**config.mk**
```make
export PLATFORM = sky130hd
export DESIGN_NAME = simon_data_in
export DESIGN_NICKNAME = d
export VERILOG_FILES = /design/src/rtl/simon_data_in_pkg.sv /design/src/rtl/simon_pkt_unpack.sv /design/src/rtl/simon_data_in.sv
export SDC_FILE = /design/constraint.sdc
export NUM_CORES = 1
export LEC_CHECK = 0
export ABC_AREA = 1
export CAP_MARGIN = 20
export CORE_UTILIZATION = 35
export CTS_CLUSTER_SIZE = 28
export DETAILED_ROUTE_END_ITERATION = 7
export DONT_BUFFER_PORTS = 1
export GPL_TIMING_DRIVEN = 0
export HOLD_SLACK_MARGIN = 0.08
export SYNTH_ARGS = -nofsm -noshare
export SYNTH_HDL_FRONTEND = slang
export SYNTH_HIERARCHICAL = 1
export SYNTH_SLANG_ARGS = --single-unit
```
**constraint.sdc**
```tcl
create_clock -name clk -period 1.6 [get_ports clk]
set_clock_uncertainty 0.05 [all_clocks]
set_input_delay 0.32 -clock clk [delete_from_list [all_inputs] [get_ports clk]]
set_output_delay 0.32 -clock clk [all_outputs]
set_load 0.005 [all_outputs]
```
**src/rtl/simon_data_in_pkg.sv**
```systemverilog
// Shared SIMON inbound-packet definitions: word width default, packet length,
// receiver FSM states and one reference packet with its unpacked fields.
package simon_data_in_pkg;

  localparam int N_DEFAULT = 16;

  // Packet length in bytes: info + count + two N-bit words.
  function automatic int pkt_bytes(input int n);
    return 2 + n / 4;
  endfunction

  typedef enum logic [1:0] {
    IDLE    = 2'd0,
    ACK     = 2'd1,
    PRESENT = 2'd2,
    RELEASE = 2'd3
  } state_t;

  // Reference packet for N=16, listed byte 5 down to byte 0.
  localparam logic [47:0] TEST_PKT   = {8'h34, 8'h12, 8'h78, 8'h56, 8'h00, 8'hA5};
  localparam logic [7:0]  TEST_INFO  = 8'hA5;
  localparam logic [7:0]  TEST_COUNT = 8'h00;
  localparam logic [15:0] TEST_WORD0 = 16'h7856;
  localparam logic [15:0] TEST_WORD1 = 16'h3412;

endpackage

```
**src/rtl/simon_pkt_unpack.sv**
```systemverilog
// Combinational slicer from a packed host packet to its info, count and
// two little-endian N-bit data words.
module simon_pkt_unpack #(
  parameter int N = 16,
  localparam int PKT_BYTES = 2 + N / 4
) (
  input  logic [PKT_BYTES*8-1:0] in,
  output logic [7:0]             info,
  output logic [7:0]             count,
  output logic [N-1:0]           word0,
  output logic [N-1:0]           word1
);

  assign info  = in[7:0];
  assign count = in[15:8];
  // Payload starts at byte 2; word 0 takes the low N payload bits.
  assign word0 = in[16 +: N];
  assign word1 = in[16+N +: N];

endmodule

```
**src/rtl/simon_data_in.sv**
```systemverilog
// Host-side SIMON packet receiver: 4-phase packet capture, 4-phase handoff of
// the unpacked fields to the core, and a sticky sequence-gap flag.
module simon_data_in
  import simon_data_in_pkg::*;
#(
  parameter int N = N_DEFAULT,
  localparam int PKT_BYTES = pkt_bytes(N)
) (
  input  logic                   clk,
  input  logic                   nR,
  input  logic [PKT_BYTES*8-1:0] in,
  input  logic                   in_donePKT,
  output logic                   in_readPKT,
  output logic [7:0]             infoIN,
  output logic [7:0]             countIN,
  output logic [1:0][N-1:0]      inDATA,
  output logic                   doneDATA,
  input  logic                   readDATA,
  output logic                   seq_err,
  output state_t                 dbgState
);

  // Both handshakes are level-based 4-phase: a request stays high until the
  // matching acknowledge is seen, then drops; the acknowledge drops after that.

  state_t         state;
  logic [7:0]     expCnt;
  logic [7:0]     pktInfo;
  logic [7:0]     pktCount;
  logic [N-1:0]   pktWord0;
  logic [N-1:0]   pktWord1;

  simon_pkt_unpack #(.N(N)) u_unpack (
    .in    (in),
    .info  (pktInfo),
    .count (pktCount),
    .word0 (pktWord0),
    .word1 (pktWord1)
  );

  assign dbgState = state;

  always_ff @(posedge clk or negedge nR) begin
    if (!nR) begin
      state      <= IDLE;
      in_readPKT <= 1'b0;
      doneDATA   <= 1'b0;
      seq_err    <= 1'b0;
      infoIN     <= '0;
      countIN    <= '0;
      inDATA     <= '0;
      expCnt     <= 8'h00;
    end else begin
      case (state)
        IDLE: begin
          if (in_donePKT) begin
            infoIN     <= pktInfo;
            countIN    <= pktCount;
            inDATA[0]  <= pktWord0;
            inDATA[1]  <= pktWord1;
            if (pktCount != expCnt) seq_err <= 1'b1;
            // Always follow the received count so a single gap flags once.
            expCnt     <= pktCount + 8'd1;
            in_readPKT <= 1'b1;
            state      <= ACK;
          end
        end
        ACK: begin
          if (!in_donePKT) begin
            in_readPKT <= 1'b0;
            doneDATA   <= 1'b1;
            state      <= PRESENT;
          end
        end
        PRESENT: begin
          if (readDATA) begin
            doneDATA <= 1'b0;
            state    <= RELEASE;
          end
        end
        RELEASE: begin
          if (!readDATA) state <= IDLE;
        end
        default: state <= IDLE;
      endcase
    end
  end

endmodule

```
Word level (Yosys, flattened, before mapping)
Cells that the tools add are included.
{"block": "classes", "n_addsub": 1, "eq_ne": 8, "muxes": 11, "reduce_logical": 8}
{"cell": "$reduce_and A3 Y1", "count": 3}
{"cell": "$add A8 B1 Y8 const B", "count": 1}
{"cell": "$mux W2", "count": 4}
{"cell": "$ne A2 B2 Y1 const B", "count": 4}
{"cell": "$ne A8 B8 Y1", "count": 1}
{"cell": "$pmux W2 S4", "count": 1}
{"cell": "$eq A2 B2 Y1 const B", "count": 2}
{"cell": "$mux W1", "count": 4}
{"cell": "$pmux W1 S2", "count": 2}
{"cell": "$reduce_and A4 Y1", "count": 1}
{"cell": "$reduce_bool A2 Y1", "count": 2}
{"cell": "$eq A2 B1 Y1 const B", "count": 1}
{"cell": "$logic_not A2 Y1", "count": 1}
{"cell": "$reduce_and A2 Y1", "count": 1}
{"block": "word_totals", "ff_bits": 61, "in_bits": 52}

Depth between registers and ports, before layout
{"block": "logic_depth", "word_depth": 3, "mapped_depth": 9}

By module
Netlist, hierarchy kept.
{"module": "simon_data_in", "n_inst": 1, "cells_per_inst": 314, "area_per_inst_um2": 2633.8, "seq_area_each_um2": 1526.5}
{"module": "simon_pkt_unpack", "n_inst": 1, "cells_per_inst": 48, "area_per_inst_um2": 360.3, "seq_area_each_um2": 0.0}

Least setup slack after synthesis
Ideal clock, no wire load.
{"block": "synth_path", "kind": "flip-flop to flip-flop", "from": "reg state[0] (netlist: dbgState[0])", "to": "reg expCnt[5]", "setup_time_ps": 137, "arrival_time_ps": 1207, "slack_ps": 206, "path_stages_with_launch": 8, "path_buffers": 1, "synth_period_minus_slack_ps": 1394, "path_cell_list": "dfrtp_1 -> inv_1 -> ha_1 -> nand2_2 -> inv_2 -> buf_6 -> nand3_1 -> o221ai_1"}
{"block": "synth_via", "elab_chain_cells": 2}
{"item": "start: declaration", "line_no": "simon_data_in.sv:26", "text": "state_t state;"}
{"item": "start signal: assignment", "line_no": "simon_data_in.sv:45", "text": "state <= IDLE;"}
{"item": "start signal: assignment", "line_no": "simon_data_in.sv:65", "text": "state <= ACK;"}
{"item": "start signal: assignment", "line_no": "simon_data_in.sv:72", "text": "state <= PRESENT;"}
{"item": "$logic_not A2 Y1", "line_no": "simon_data_in.sv:54", "text": "case (state)"}
{"item": "$reduce_and A2 Y1 (no source line)"}
{"item": "end signal: assignment", "line_no": "simon_data_in.sv:63", "text": "expCnt <= pktCount + 8'd1;"}
{"item": "end: declaration", "line_no": "simon_data_in.sv:27", "text": "logic [7:0] expCnt;"}
Every way passes these cells.
A chain may end at the register's enable or synchronous reset.

Worst setup path after layout
{"block": "layout_path", "from": "reg state[0] (netlist: dbgState[0])", "to": "reg expCnt[3]"}
The elaborated chain is that of the path after synthesis.

==> impl_results.md <==
* Status: complete, but fails checks
* Failing checks: negative hold slack
* GR Overflow Total at 0
* Max Fclk at 667 MHz
* DRC errors left at 0
* Netlist cell types at 23
* Die Area at 0.00893 mm²
* CTS Buffer Depth at 2
* Starting Density at 0.363
* CTS Buf Count at 9
* Commonest cells in the netlist: nand2_1, dfrtp_1, buf_4
* Cells after DPL at 467
* Clk_lat worst skew at 330 ps
* Slowest stage delay, CP at 450 ps
* Clock sinks at 61
* DP Worst Slack at -147 ps
* Die width at 94.5 µm
* Buffers on Ports at 0
* RSZ-0062 raised after global routing: no
* Post-synth top flop: dfrtp_1
* VDD IR max at 0.696 mV
* Syn-to-layout area delta at 14.6%
* Ys Warns at 6
* Number of global-route vias before repair at 2140
* Critical Path AT at 1710 ps
* Post-synth top area cell: dfrtp_1
* Least-Margin Pin Slew at 322 ps
* Final Critical Period at 1500 ps
* Vias at 2199
* Register area share after synthesis at 0.510
* DRT Pass-1 Iters at 4
* Max FO, Critical Path at 10
* Htree depth at 3
* Most frequent cell after synthesis: nand2_1
* Initial antenna violation count at 0
* Final Cycle Share at 0.937
* GR Layer Usage met1 at 0.182
* Ant. Diodes at 0
* Worst reg2reg startpoint: dbgState[0]
* Reg clk slew, reported paths at 80 ps
* Max Slew Vio Count at 0
* Top cells by area, synth: dfrtp_1, nand2_1, buf_4
* Leakage at 0.00184 µW
* Mean Syn Cell Area at 8.27 µm²
* Slowest stage cell, crit path: dfrtp_2
* Critical path class: flip-flop to flip-flop
* GRT Overall Usage at 0.155
* Hold slack at -379 ps
* Worst endpoint required time at 1810 ps
* Routed WL at 6530 µm
* Share of layout cells above drive strength 1 at 0.221
* Rows at 33
* Post-Synthesis Cells at 362
* Num ports at 105
* Reg2reg path depth at 7
* Hold WC Path Type: primary input to asynchronous set/reset pin
* Pin count of the biggest net entering global routing at 62
* GP Congestion at 0.761
* Final setup viols at 0
* Maxcap violations at 0
* Max-slew headroom at 0.783
* Met3 usage at 0.0684
* Seq cells post-synth at 61
* R2R setup slack at 100 ps
* Cells along the critical path: inv_1 -> ha_4 -> nand2_4 -> buf_6 -> nor2_1 -> nand4_1 -> nand3_1
* First DRT Iteration DRCs at 103
* Hold violation total from the final report at 61
* Antenna Violating Nets Remaining at 0
* R2r endpoint: expCnt[3]
* Setup crit start kind: flip-flop
* First-pass GRT wire length at 10400 µm
* GR peak layer: met2
* Async S/R FF share, synth at 1.00
* Share of the synthesized area in the top cell type at 0.510
* Final HPWL DP at 4450 µm
* DR WL/cell at 13.5 µm
* Core Box Area at 0.00826 mm²
* Met2 GRT Util at 0.258
* Cell area power density at 1860 mW/mm²
* Syn_nets at 419
* CTS root buf: clkbuf_8
* Post-synth EDFFs at 0
* CTS tree: built
* Final net count at 432
* Die height at 94.5 µm
* Vias per inst at 4.53
* Worst setup EP type: flip-flop
* Post-route non-filler standard cell count at 485
* Worst setup margin at 101 ps
* Post-Syn Area at 0.00299 mm²
through the flow:
stage / instance area [µm²] / utilization / TNS, ps / power, µW
CTS: 3410 / 0.413 / 0 / 6450
floorplan: 2990 / - / 0 / 4080
detailed placement: 3130 / 0.378 / -4450 / 4580
global route: 3430 / 0.416 / 0 / 6930
global placement: 3130 / 0.378 / -3080 / 4490
finish: 3430 / 0.416 / 0 / 6390
state kept, by name (all words and copies together), names as in the netlist:
register	flops
doneDATA	1
expCnt	8
countIN	8
seq_err	1
inDATA	32
in_readPKT	1
infoIN	8
dbgState	2
timing repair:
action                     CTS  global route
pin swaps                    1             0
resized for setup            6             5
gates cloned                 1             0
hold endpoints to repair    61            61
setup endpoints to repair   56            53
setup buffers                1             0
worst max path at each step:
stage | from | endpoint | slack [ps] | depth (start not counted)
final | dbgState[0] | expCnt[3] | 100 | 7
after global routing | dbgState[1] | dbgState[0] | 20 | 7
after CTS | dbgState[0] | expCnt[5] | 2 | 6
after detailed placement | dbgState[0] | inDATA[1] | -150 | 6
after global placement | dbgState[0] | inDATA[3] | -100 | 6
after floorplan | dbgState[0] | expCnt[5] | 210 | 7
metal layers:
metal	share of wire	vias up
li1	-	1086
met1	0.43	1036
met2	0.48	73
met3	0.080	4
met4	0.0070	0
met5	0	-
placed cells by master, fill, tap and decap left out, drive strengths merged, types with 3 or more instances in the layout:
master,count
nand2,168
dfrtp,61
buf,57
inv,21
clkbuf,17
nor2,13
o21ai,11
nand3,10
ha,5
xnor2,4
bufinv,3
where the power goes:
group	leakage, µW	switching [µW]	internal (µW)
logic	0.000967	998	757
registers	0.000746	587	2280
clock network	0.000130	610	1160
cell type report:
| cell class | instances | area, µm² |
|---|---|---|
| Buffer | 60 | 443 |
| Clock buffer | 13 | 169 |
| Clock inverter | 3 | 90.1 |
| Fill cell | 858 | 4830 |
| Inverter | 21 | 81.3 |
| Multi-Input combinational cell | 221 | 981 |
| Sequential cell | 61 | 1530 |
| Tap cell | 105 | 131 |
| Timing Repair Buffer | 1 | 7.51 |
cells by family (layout without fill, tap and decap cells):
logic type / Yosys count / in the layout / synth area share
and+or+nand+nor: 193 / 194 / 0.250
buffers and inverters: 81 / 98 / 0.173
DFF: 61 / 61 / 0.510
AOI/OAI and AO/OA: 18 / 18 / 0.0351
adders and majority gates: 5 / 5 / 0.0209
xor gates and xnor gates: 4 / 4 / 0.0117
worst max-delay path, delay by kind of cell (launching register included):
family | cells | cell delay, ps
flops | 1 | 450
simple gates | 4 | 440
buf+inv | 2 | 290
fa+ha+maj | 1 | 200
Note: power is estimated with default switching activity, not from simulation.
